**src/rtl/peak_pkg.sv**
```systemverilog
// Shared FSM state type and PeakY width-extension helper for the top-K peak finder.
package peak_pkg;

  typedef enum logic [2:0] {IDLE, RUN, FLUSH, DRAIN, DONE} state_t;

  localparam int SUM_W = 34;

  // Three samples of up to 32 bits each, sign-extended before the add so the sum cannot wrap.
  function automatic logic signed [SUM_W-1:0] y_sum3(input logic signed [31:0] a,
                                                     input logic signed [31:0] b,
                                                     input logic signed [31:0] c);
    return SUM_W'(a) + SUM_W'(b) + SUM_W'(c);
  endfunction

endpackage

```
**src/rtl/peak_topk_table.sv**
```systemverilog
// Sorted top-K peak table: descending by y, equal y keeps the earlier entry higher.
// Single-cycle parallel compare and shift-insert, synchronous clear, indexed read.
module peak_topk_table #(
  parameter int K  = 4,
  parameter int AW = 12,
  parameter int YW = 10,
  localparam int IW = (K > 1) ? $clog2(K) : 1
) (
  input  logic                 clk,
  input  logic                 rst_n,
  input  logic                 clear,
  input  logic                 ins,
  input  logic        [AW-1:0] ins_x,
  input  logic signed [YW-1:0] ins_y,
  input  logic        [IW-1:0] rd_idx,
  output logic                 rd_valid,
  output logic        [AW-1:0] rd_x,
  output logic signed [YW-1:0] rd_y
);
  logic [K-1:0]         valid_q, valid_d, ge, above;
  logic [AW-1:0]        x_q [K];
  logic [AW-1:0]        x_d [K];
  logic signed [YW-1:0] y_q [K];
  logic signed [YW-1:0] y_d [K];

  // Valid entries are contiguous from the top, so ge is a thermometer code.
  always_comb begin
    ge    = '0;
    above = '0;
    for (int i = 0; i < K; i++) ge[i] = valid_q[i] && (y_q[i] >= ins_y);
    above[0] = 1'b1;
    for (int i = 1; i < K; i++) above[i] = ge[i-1];
  end

  always_comb begin
    valid_d = valid_q;
    x_d     = x_q;
    y_d     = y_q;
    if (ins) begin
      for (int i = 0; i < K; i++) begin
        if (!ge[i] && above[i]) begin
          valid_d[i] = 1'b1;
          x_d[i]     = ins_x;
          y_d[i]     = ins_y;
        end
      end
      for (int i = 1; i < K; i++) begin
        if (!ge[i] && !above[i]) begin
          valid_d[i] = valid_q[i-1];
          x_d[i]     = x_q[i-1];
          y_d[i]     = y_q[i-1];
        end
      end
    end
    if (clear) valid_d = '0;
  end

  always_ff @(posedge clk or negedge rst_n) begin
    if (!rst_n) begin
      valid_q <= '0;
      for (int i = 0; i < K; i++) begin
        x_q[i] <= '0;
        y_q[i] <= '0;
      end
    end else begin
      valid_q <= valid_d;
      for (int i = 0; i < K; i++) begin
        x_q[i] <= x_d[i];
        y_q[i] <= y_d[i];
      end
    end
  end

  assign rd_valid = valid_q[rd_idx];
  assign rd_x     = x_q[rd_idx];
  assign rd_y     = y_q[rd_idx];

endmodule

```
**src/rtl/peak_find_topk.sv**
```systemverilog
// Streaming peak finder: thresholded local maxima with minimum separation, the K strongest
// kept in a sorted table and reported in rank order after the frame.
//   state | meaning
//   IDLE  | waiting for start
//   RUN   | accepting FRAME_LEN samples
//   FLUSH | final candidate evaluation
//   DRAIN | one ranked peak per cycle
//   DONE  | pk_done strobe
module peak_find_topk
  import peak_pkg::*;
#(
  parameter int DW        = 8,
  parameter int AW        = 12,
  parameter int FRAME_LEN = 1000,
  parameter int K         = 4,
  localparam int YW = DW + 2,
  localparam int IW = (K > 1) ? $clog2(K) : 1,
  localparam int CW = $clog2(K + 1)
) (
  input  logic                 clk,
  input  logic                 rst_n,
  input  logic                 start,
  input  logic signed [DW-1:0] thresh,
  input  logic        [AW-1:0] min_dist,
  output logic                 rd,
  output logic        [AW-1:0] addr_out,
  input  logic                 rdy,
  input  logic signed [DW-1:0] FreqIn,
  output logic                 PkClk,
  output logic        [AW-1:0] PeakX,
  output logic signed [YW-1:0] PeakY,
  output logic        [IW-1:0] pk_idx,
  output logic        [CW-1:0] pk_cnt,
  output logic                 pk_done,
  output logic                 busy
);
  localparam logic [AW-1:0] LAST = AW'(FRAME_LEN - 1);

  state_t               state_q, state_d;
  logic signed [DW-1:0] thr_q, win0_q, win1_q, win2_q;
  logic        [AW-1:0] dist_q, last_cand_q;
  logic        [1:0]    fill_q;
  logic                 have_last_q, chk_q;
  logic        [CW-1:0] rd_ptr_q;

  logic                 go, acc, is_cand, keep, more;
  logic        [AW-1:0] cand_x;
  logic signed [YW-1:0] cand_y;
  logic                 tbl_valid;
  logic        [AW-1:0] tbl_x;
  logic signed [YW-1:0] tbl_y;

  assign go      = (state_q == IDLE) && start;
  assign acc     = (state_q == RUN) && rdy;
  // chk_q marks the cycle after an accept: the window is centred on sample addr_out-2.
  assign cand_x  = addr_out - AW'(2);
  assign cand_y  = YW'(y_sum3(32'(win2_q), 32'(win1_q), 32'(win0_q)));
  assign is_cand = chk_q && (fill_q == 2'd3) && (win1_q > win2_q) &&
                   (win1_q >= win0_q) && (win1_q > thr_q);
  assign keep    = is_cand &&
                   !(have_last_q && (dist_q != '0) && ((cand_x - last_cand_q) < dist_q));
  assign more    = (rd_ptr_q < CW'(K)) && tbl_valid;

  always_ff @(posedge clk or negedge rst_n) begin
    if (!rst_n) state_q <= IDLE;
    else        state_q <= state_d;
  end

  always_comb begin
    state_d = state_q;
    case (state_q)
      IDLE:    if (start) state_d = RUN;
      RUN:     if (acc && (addr_out == LAST)) state_d = FLUSH;
      FLUSH:   state_d = DRAIN;
      DRAIN:   if (!more) state_d = DONE;
      DONE:    state_d = IDLE;
      default: state_d = IDLE;
    endcase
  end

  always_ff @(posedge clk or negedge rst_n) begin
    if (!rst_n) begin
      addr_out    <= '0;
      thr_q       <= '0;
      dist_q      <= '0;
      last_cand_q <= '0;
      have_last_q <= 1'b0;
      win0_q      <= '0;
      win1_q      <= '0;
      win2_q      <= '0;
      fill_q      <= '0;
      chk_q       <= 1'b0;
      rd_ptr_q    <= '0;
      PkClk       <= 1'b0;
      PeakX       <= '0;
      PeakY       <= '0;
      pk_idx      <= '0;
      pk_cnt      <= '0;
    end else begin
      PkClk <= 1'b0;
      chk_q <= acc;
      if (go) begin
        addr_out    <= '0;
        thr_q       <= thresh;
        dist_q      <= min_dist;
        have_last_q <= 1'b0;
        fill_q      <= '0;
      end
      if (acc) begin
        win2_q   <= win1_q;
        win1_q   <= win0_q;
        win0_q   <= FreqIn;
        addr_out <= addr_out + AW'(1);
        if (fill_q != 2'd3) fill_q <= fill_q + 2'd1;
      end
      if (keep) begin
        last_cand_q <= cand_x;
        have_last_q <= 1'b1;
      end
      if (state_q == FLUSH) rd_ptr_q <= '0;
      if (state_q == DRAIN) begin
        if (more) begin
          PkClk    <= 1'b1;
          PeakX    <= tbl_x;
          PeakY    <= tbl_y;
          pk_idx   <= rd_ptr_q[IW-1:0];
          rd_ptr_q <= rd_ptr_q + CW'(1);
        end else begin
          pk_cnt <= rd_ptr_q;
        end
      end
    end
  end

  peak_topk_table #(.K(K), .AW(AW), .YW(YW)) u_table (
    .clk      (clk),
    .rst_n    (rst_n),
    .clear    (go),
    .ins      (keep),
    .ins_x    (cand_x),
    .ins_y    (cand_y),
    .rd_idx   (rd_ptr_q[IW-1:0]),
    .rd_valid (tbl_valid),
    .rd_x     (tbl_x),
    .rd_y     (tbl_y)
  );

  assign rd      = (state_q == RUN);
  assign busy    = (state_q != IDLE);
  assign pk_done = (state_q == DONE);

endmodule

```
**config.mk**
```make
export PLATFORM = sky130hd
export DESIGN_NAME = peak_find_topk
export DESIGN_NICKNAME = d
export VERILOG_FILES = /design/src/rtl/peak_pkg.sv /design/src/rtl/peak_topk_table.sv /design/src/rtl/peak_find_topk.sv
export SDC_FILE = /design/constraint.sdc
export NUM_CORES = 1
export LEC_CHECK = 0
export ABC_AREA = 0
export CAP_MARGIN = 40
export CORE_AREA = 2 2 215 133
export CTS_CLUSTER_SIZE = 28
export DETAILED_ROUTE_END_ITERATION = 8
export DIE_AREA = 0 0 217 135
export GPL_TIMING_DRIVEN = 0
export PLACE_DENSITY = 0.74
export SLEW_MARGIN = 40
export SYNTH_ARGS = -nofsm -noshare
export SYNTH_HDL_FRONTEND = slang
export SYNTH_SLANG_ARGS = --single-unit
```
**constraint.sdc**
```tcl
create_clock -name clk -period 7 [get_ports clk]
set_clock_uncertainty 0.15 [all_clocks]
set_input_delay 0.7 -clock clk [delete_from_list [all_inputs] [get_ports clk]]
set_output_delay 0.7 -clock clk [all_outputs]
set_load 0.1 [all_outputs]
```
; Yosys cells after proc, flatten, opt, wreduce, memory -nomap -nowiden
; Cells that the tools add are included.
[totals]
register_bits = 198
latchBits = 0
ramBits = 0
mem_bits_ro = 0
out_inout_bits = 43
wordCells = 154
memories = 0
[classes]
n_addsub = 7
n_mul = 0
div = 0
n_lt_le_gt_ge = 11
eq_ne = 11
n_shift = 0
mux = 45
n_bitwise = 3
reduce_logical = 48
[op_table]
columns = cell, count
row1 = $mux 12, 10
row2 = $mux 10, 8
row3 = $ge 10x10->1, 4
row4 = $bmux 12 s2, 1
row5 = $logic_and 1x1->1, 21
row6 = $bmux 10 s2, 1
row7 = $reduce_and 2->1, 10
row8 = $mux 3, 6
row9 = $gt 8x8->1, 2
row10 = $add 12x1->12 const B, 1
row11 = $eq 12x10->1 const B, 1
row12 = $lt 12x12->1, 1
row13 = $mux 1, 12
row14 = $pmux 3 s4, 1
row15 = $reduce_bool 12->1, 1
row16 = $reduce_bool 3->1, 4
row17 = $sub 12x12->12, 1
row18 = $sub 12x2->12 const B, 1
row19 = $add 9x8->10, 1
row20 = $reduce_bool 2->1, 5
row21 = $add 8x8->9, 1
row22 = $ge 8x8->1, 1
row23 = $mux 4, 2
row24 = $ne 2x2->1 const B, 4
row25 = 17 further kinds, 25

; Depth between registers and ports, before layout
[logic_depth]
word_depth = 10
depth_mapped = 25

; By module
; Synthesis repeated with hierarchy kept, for this count alone.
[hier_totals]
hier_cells = 1393
area_unflattened_um2 = 13285.2
[modules_own_cells]
columns = module, n_inst, cells_each, area_each_um2, seq_area_each_um2
row1 = peak_topk_table, 1, 761, 7051.8, 2302.2
row2 = peak_find_topk, 1, 632, 6233.5, 2652.5

; Worst setup path after synthesis
; No wires, ideal clock.
[synth_path]
path_kind = flip-flop to flip-flop
from = reg addr_out[1]
to = reg u_table.x_q[10] in the netlist's numbering
arrival_time_ns = 5.501
required_time_ns = 6.725
setup_slack_ns = 1.224
stages_incl_launch_ff = 21
n_path_buf = 1
period_less_slack_ns = 5.776
cell_sequence = dfrtp_1 > inv_1 > ha_1 > xor2_1 > ha_1 > a21boi_0 > o21ai_0 > nand2b_1 > a21o_1 > a41o_1 > o41ai_1 > xnor2_1 > ha_1 > and4_1 > a32oi_1 > nand4b_1 > a31oi_1 > nor4_2 > o21a_1 > buf_2 > mux2_2
[synth_via]
elab_chain_len = 7
[synth_lines]
columns = item, line_no
row1 = from (decl), peak_find_topk.sv:26  ; output logic [AW-1:0] addr_out,
row2 = from (signal assigned), peak_find_topk.sv:113  ; addr_out <= addr_out + AW'(1);
row3 = $sub 12x2->12, peak_find_topk.sv:56  ; assign cand_x = addr_out - AW'(2);
row4 = via cand_x[1], peak_find_topk.sv:47  ; logic [AW-1:0] cand_x;
row5 = $sub 12x12->12, peak_find_topk.sv:61  ; !(have_last_q && (dist_q != '0) && ((cand_x - last_cand_q) < dist_q));
row6 = $lt 12x12->1, peak_find_topk.sv:61
row7 = $logic_and 1x1->1, peak_find_topk.sv:61
row8 = $logic_not 1->1, peak_find_topk.sv:61
row9 = $logic_and 1x1->1, peak_find_topk.sv:60  ; assign keep = is_cand &&
row10 = $reduce_and 2->1 (no source line), n/a
row11 = "to (signal, indexed assignment)", peak_topk_table.sv:68  ; x_q[i] <= x_d[i];
row12 = to (decl), peak_topk_table.sv:21  ; logic [AW-1:0] x_q [K];
; The timed path passes the listed nets, and every way through them passes these cells. The select of a mux whose other input is x is not followed.
; A chain may end at the register's enable or synchronous reset.

; Worst setup path in the final report
[layout_path]
from = reg addr_out[4]
to = reg u_table.y_q[6] in the netlist's numbering
[layout_via]
elab_chain_len = 7
[layout_lines]
columns = item, line_no
row1 = $sub 12x2->12, peak_find_topk.sv:56
row2 = via cand_x[8], peak_find_topk.sv:47
row3 = $sub 12x12->12, peak_find_topk.sv:61
row4 = $lt 12x12->1, peak_find_topk.sv:61
row5 = $logic_and 1x1->1, peak_find_topk.sv:61
row6 = $logic_not 1->1, peak_find_topk.sv:61
row7 = $logic_and 1x1->1, peak_find_topk.sv:60
row8 = $reduce_and 2->1 (no source line), n/a
row9 = "to (signal, indexed assignment)", peak_topk_table.sv:69  ; y_q[i] <= y_d[i];
row10 = to (decl), peak_topk_table.sv:23  ; logic signed [YW-1:0] y_q [K];
; The timed path passes the listed nets, and every way through them passes these cells.

==> flow_metrics.tcl <==
set metrics [dict create \
    status "completed" \
    synthAdderAreaFrac_pct 11.2 \
    fmax_mhz 153 \
    path_cells "clkbuf_1 > or3_1 > or3_1 > nor3_1 > xor2_1 > ha_1 > nand3_1 > nand2_1 > a41o_1 > o41ai_1 > xnor2_1 > ha_1 > and4_1 > a32oi_1 > nand4b_1 > a31oi_1 > nor4_4 > o21a_1 > buf_2 > mux2_2" \
    antenna_found_initial 0 \
    worst_path_max_delay_cell "nor4_4" \
    start_util_pct 43.7 \
    ys_warn_count 0 \
    syn2layout_area_growth_pct 13.9 \
    clockRootBuffer "clkbuf_16" \
    end_kind "flip-flop" \
    gp_congestion 0.869 \
    dieArea_sq_um 29300 \
    syn-instance-count 1062 \
    fin_util_pct 49.7 \
    diodes 0 \
    cts_resized 0 \
    fp.coreArea_sq_um 27200 \
    yosysUniqueCellTypes 69 \
    viasPerCell 5.54 \
    drive_above_1_share_pct 21.7 \
    clkTransAtPathRegs_ns 0.08 \
    drt_pass1_iterations 5 \
    tightest_slew_ns 0.922 \
    hpwl_um 21600 \
    overflow 0 \
    wl_per_cell_um 18.9 \
    routed_wl_um 29100 \
    clk_latency_ns 0.45 \
    leakagePower_nw 6.49 \
    fin_crit_sh_pct 93.2 \
    worst_hold_path.num_cells 2 \
    hold_buffers 1 \
    crit_required_ns 7.18 \
    first_global_vias 8729 \
    synthFlopType "dfrtp_1" \
    crit_path_start_kind "flip-flop" \
    fin_area_sq_um 13500 \
    syn-num-nets 1193 \
    setup_ws_ns 0.478 \
    synth_compound_area_share_pct 10.5 \
    final_period_minus_worst_setup_slack_ns 6.52 \
    grt_max_degree 63 \
    grtUsageTotal_pct 20.7 \
    synth-xor-area-share_pct 1.83 \
    dieHeight_um 135 \
    drv_slew 0 \
    clockBufferDepth 2 \
    powerDensity_nw_per_um2 405 \
    setup_viol 0 \
    portBuffers 74 \
    max_stage_delay_ns 0.82 \
    peakVddDrop_mv 0.246 \
    synth_top_family_by_area "multiplexers" \
    syn_area_per_cell_sq_um 11.2 \
    critPathBufInv 2 \
    synth-edff-count 0 \
    async_flop_share_pct 100 \
    cts_sinks 198 \
    synthMuxAreaShare_pct 21.2 \
    worst_r2r_path_depth 20 \
    mostFrequentLayoutCell "dfrtp_1" \
    std_cell_rows 47 \
    cts_buffers 17 \
    grt_pass1_wl_um 47300 \
    place_area_sq_um 12900 \
    fp.dieW_um 217 \
    syn_area_sq_um 11900 \
    drtAntennaViolNets 0 \
    vias 8531 \
    final_cell_mix "dfrtp_1 (198), mux2_2 (102), nand2_1 (98), o21ai_0 (91), ha_1 (89)" \
    ys_ff_latch 198 \
    pre_cts_slack_ns 0.580 \
    critical-path-top-delay-family "simple AND/OR/NAND/NOR gates" \
    crit_arrival_ns 6.71 \
    max_slew_margin_pct 36.9 \
    drv_cap 0 \
    yosys.area_share.simple_pct 8.77 \
    drc 0 \
    rsz0062_at_grt "false" \
    cp_max_fo 10 \
    htreeDepth 4 \
    ys_seq_area_share_pct 41.8 \
    fin_nets 1290 \
    crit_cells 20 \
    drt_iter0_drc 678 \
    finalHoldViolCount 0 \
    ios 75 \
    worstSetupPathType "flip-flop to flip-flop" \
    tritoncts "built" \
    postCtsSetupRepairBufs 0 \
    hp-class "flip-flop to flip-flop" \
]
area by class of cell:
class,count,area [sq um]
fillers,2447,13700
multi-input cells,733,6370
flip-flops and latches,198,4950
repair buffers,78,623
well taps,367,459
clock buffers,19,443
inverters,82,308
plain buffers,49,248
clock inverters,13,111
Yosys cell counts, drive strengths merged, types with 3 or more instances:
cell type  instances  area [sq um]
dfrtp            198          4950
mux2             158          1840
nand2             98           368
o21ai             95           475
ha                89          1110
inv               82           308
nor2              34           128
a21oi             31           155
clkbuf            28           105
mux4              23           518
buf               21           140
nand3             18          90.1
mux2i             16           160
xnor2             14           123
a21o              10          75.1
fa                10           200
nand2b            10          62.6
xor2              10          95.1
nand4              9          56.3
nor3               9          45.0
o21a               9          67.6
a31oi              7          43.8
nor2b              7          51.3
a2111oi            5          50.0
a21boi             5          37.5
and3               5          31.3
nor4               5          37.5
or3                5          31.3
a22oi              4          35.0
and2               4          25.0
and4               4          35.0
nand4b             4          35.0
o31ai              4          30.0
a211oi             3          27.5
a41oi              3          45.1
o211ai             3          36.3
or2                3          18.8
per-stage QoR:
stage	setup TNS (ns)	hold slack (ns)	instances	total power, W
detailed placement	0	0.318	1506	0.00447
floorplan	0	0.254	1062	0.00375
global route	0	0.359	1539	0.00586
finish	0	0.326	1539	0.00547
global placement	-671.06	0.312	1503	0.00436
CTS	0	0.336	1539	0.00547
sequential cells by signal, indices dropped and copies added, names as in the netlist, 4 cells and up:
register         count
u_table.valid_q      4
u_table.y_q         40
last_cand_q         12
thr_q                8
addr_out            12
win0_q               8
PeakX               12
dist_q              12
win2_q               8
u_table.x_q         48
win1_q               8
PeakY               10
layer usage:
layer | vias to the layer above | track usage (%) | wire [um]
met3 | 19 | 4.21 | 1760
met1 | 4262 | 30.8 | 14300
li1 | 3990 | - | -
met2 | 260 | 31.3 | 12800
met5 | - | 0 | 0
met4 | 0 | 4.60 | 229
power breakdown:
group,switching [W],leakage [nW],internal [W]
combinational,0.00160,3.67,0.00133
clock,0.000486,0.271,0.000477
sequential,0.000200,2.56,0.00138
total,0.00229,6.49,0.00318
final timing paths:
| check | start | to | slack [ns] |
|---|---|---|---|
| max in group asynchronous | rst_n | u_table.y_q[35]$_DFFE_PN0P_ | 5.20 |
| worst max register to register | addr_out[4]$_DFFE_PN0P_ | u_table.y_q[6]$_DFFE_PN0P_ | 0.48 |
| worst min register to register | pk_idx[1]$_DFFE_PN0P_ | pk_idx[1]$_DFFE_PN0P_ | 0.33 |
| worst max-delay path | addr_out[4]$_DFFE_PN0P_ | u_table.y_q[6]$_DFFE_PN0P_ | 0.48 |
| min in group asynchronous | rst_n | dist_q[7]$_DFFE_PN0P_ | 0.56 |
| worst min-delay path | pk_idx[1]$_DFFE_PN0P_ | pk_idx[1]$_DFFE_PN0P_ | 0.33 |
worst min-delay path, cell delays in order (launching register included):
cell     delay (ns)
dfrtp_1        0.34
nand2_1        0.05
nand2_1        0.05
logic make-up (layout without fill, tap and decap cells):
family / after synthesis / count (layout)
compound gates: 193 / 193
xor+xnor: 24 / 24
fa+ha+maj: 101 / 101
buf+inv: 131 / 241
flops: 198 / 198
mux: 197 / 197
simple gates: 218 / 218
Power figures use the tool's default switching activity.
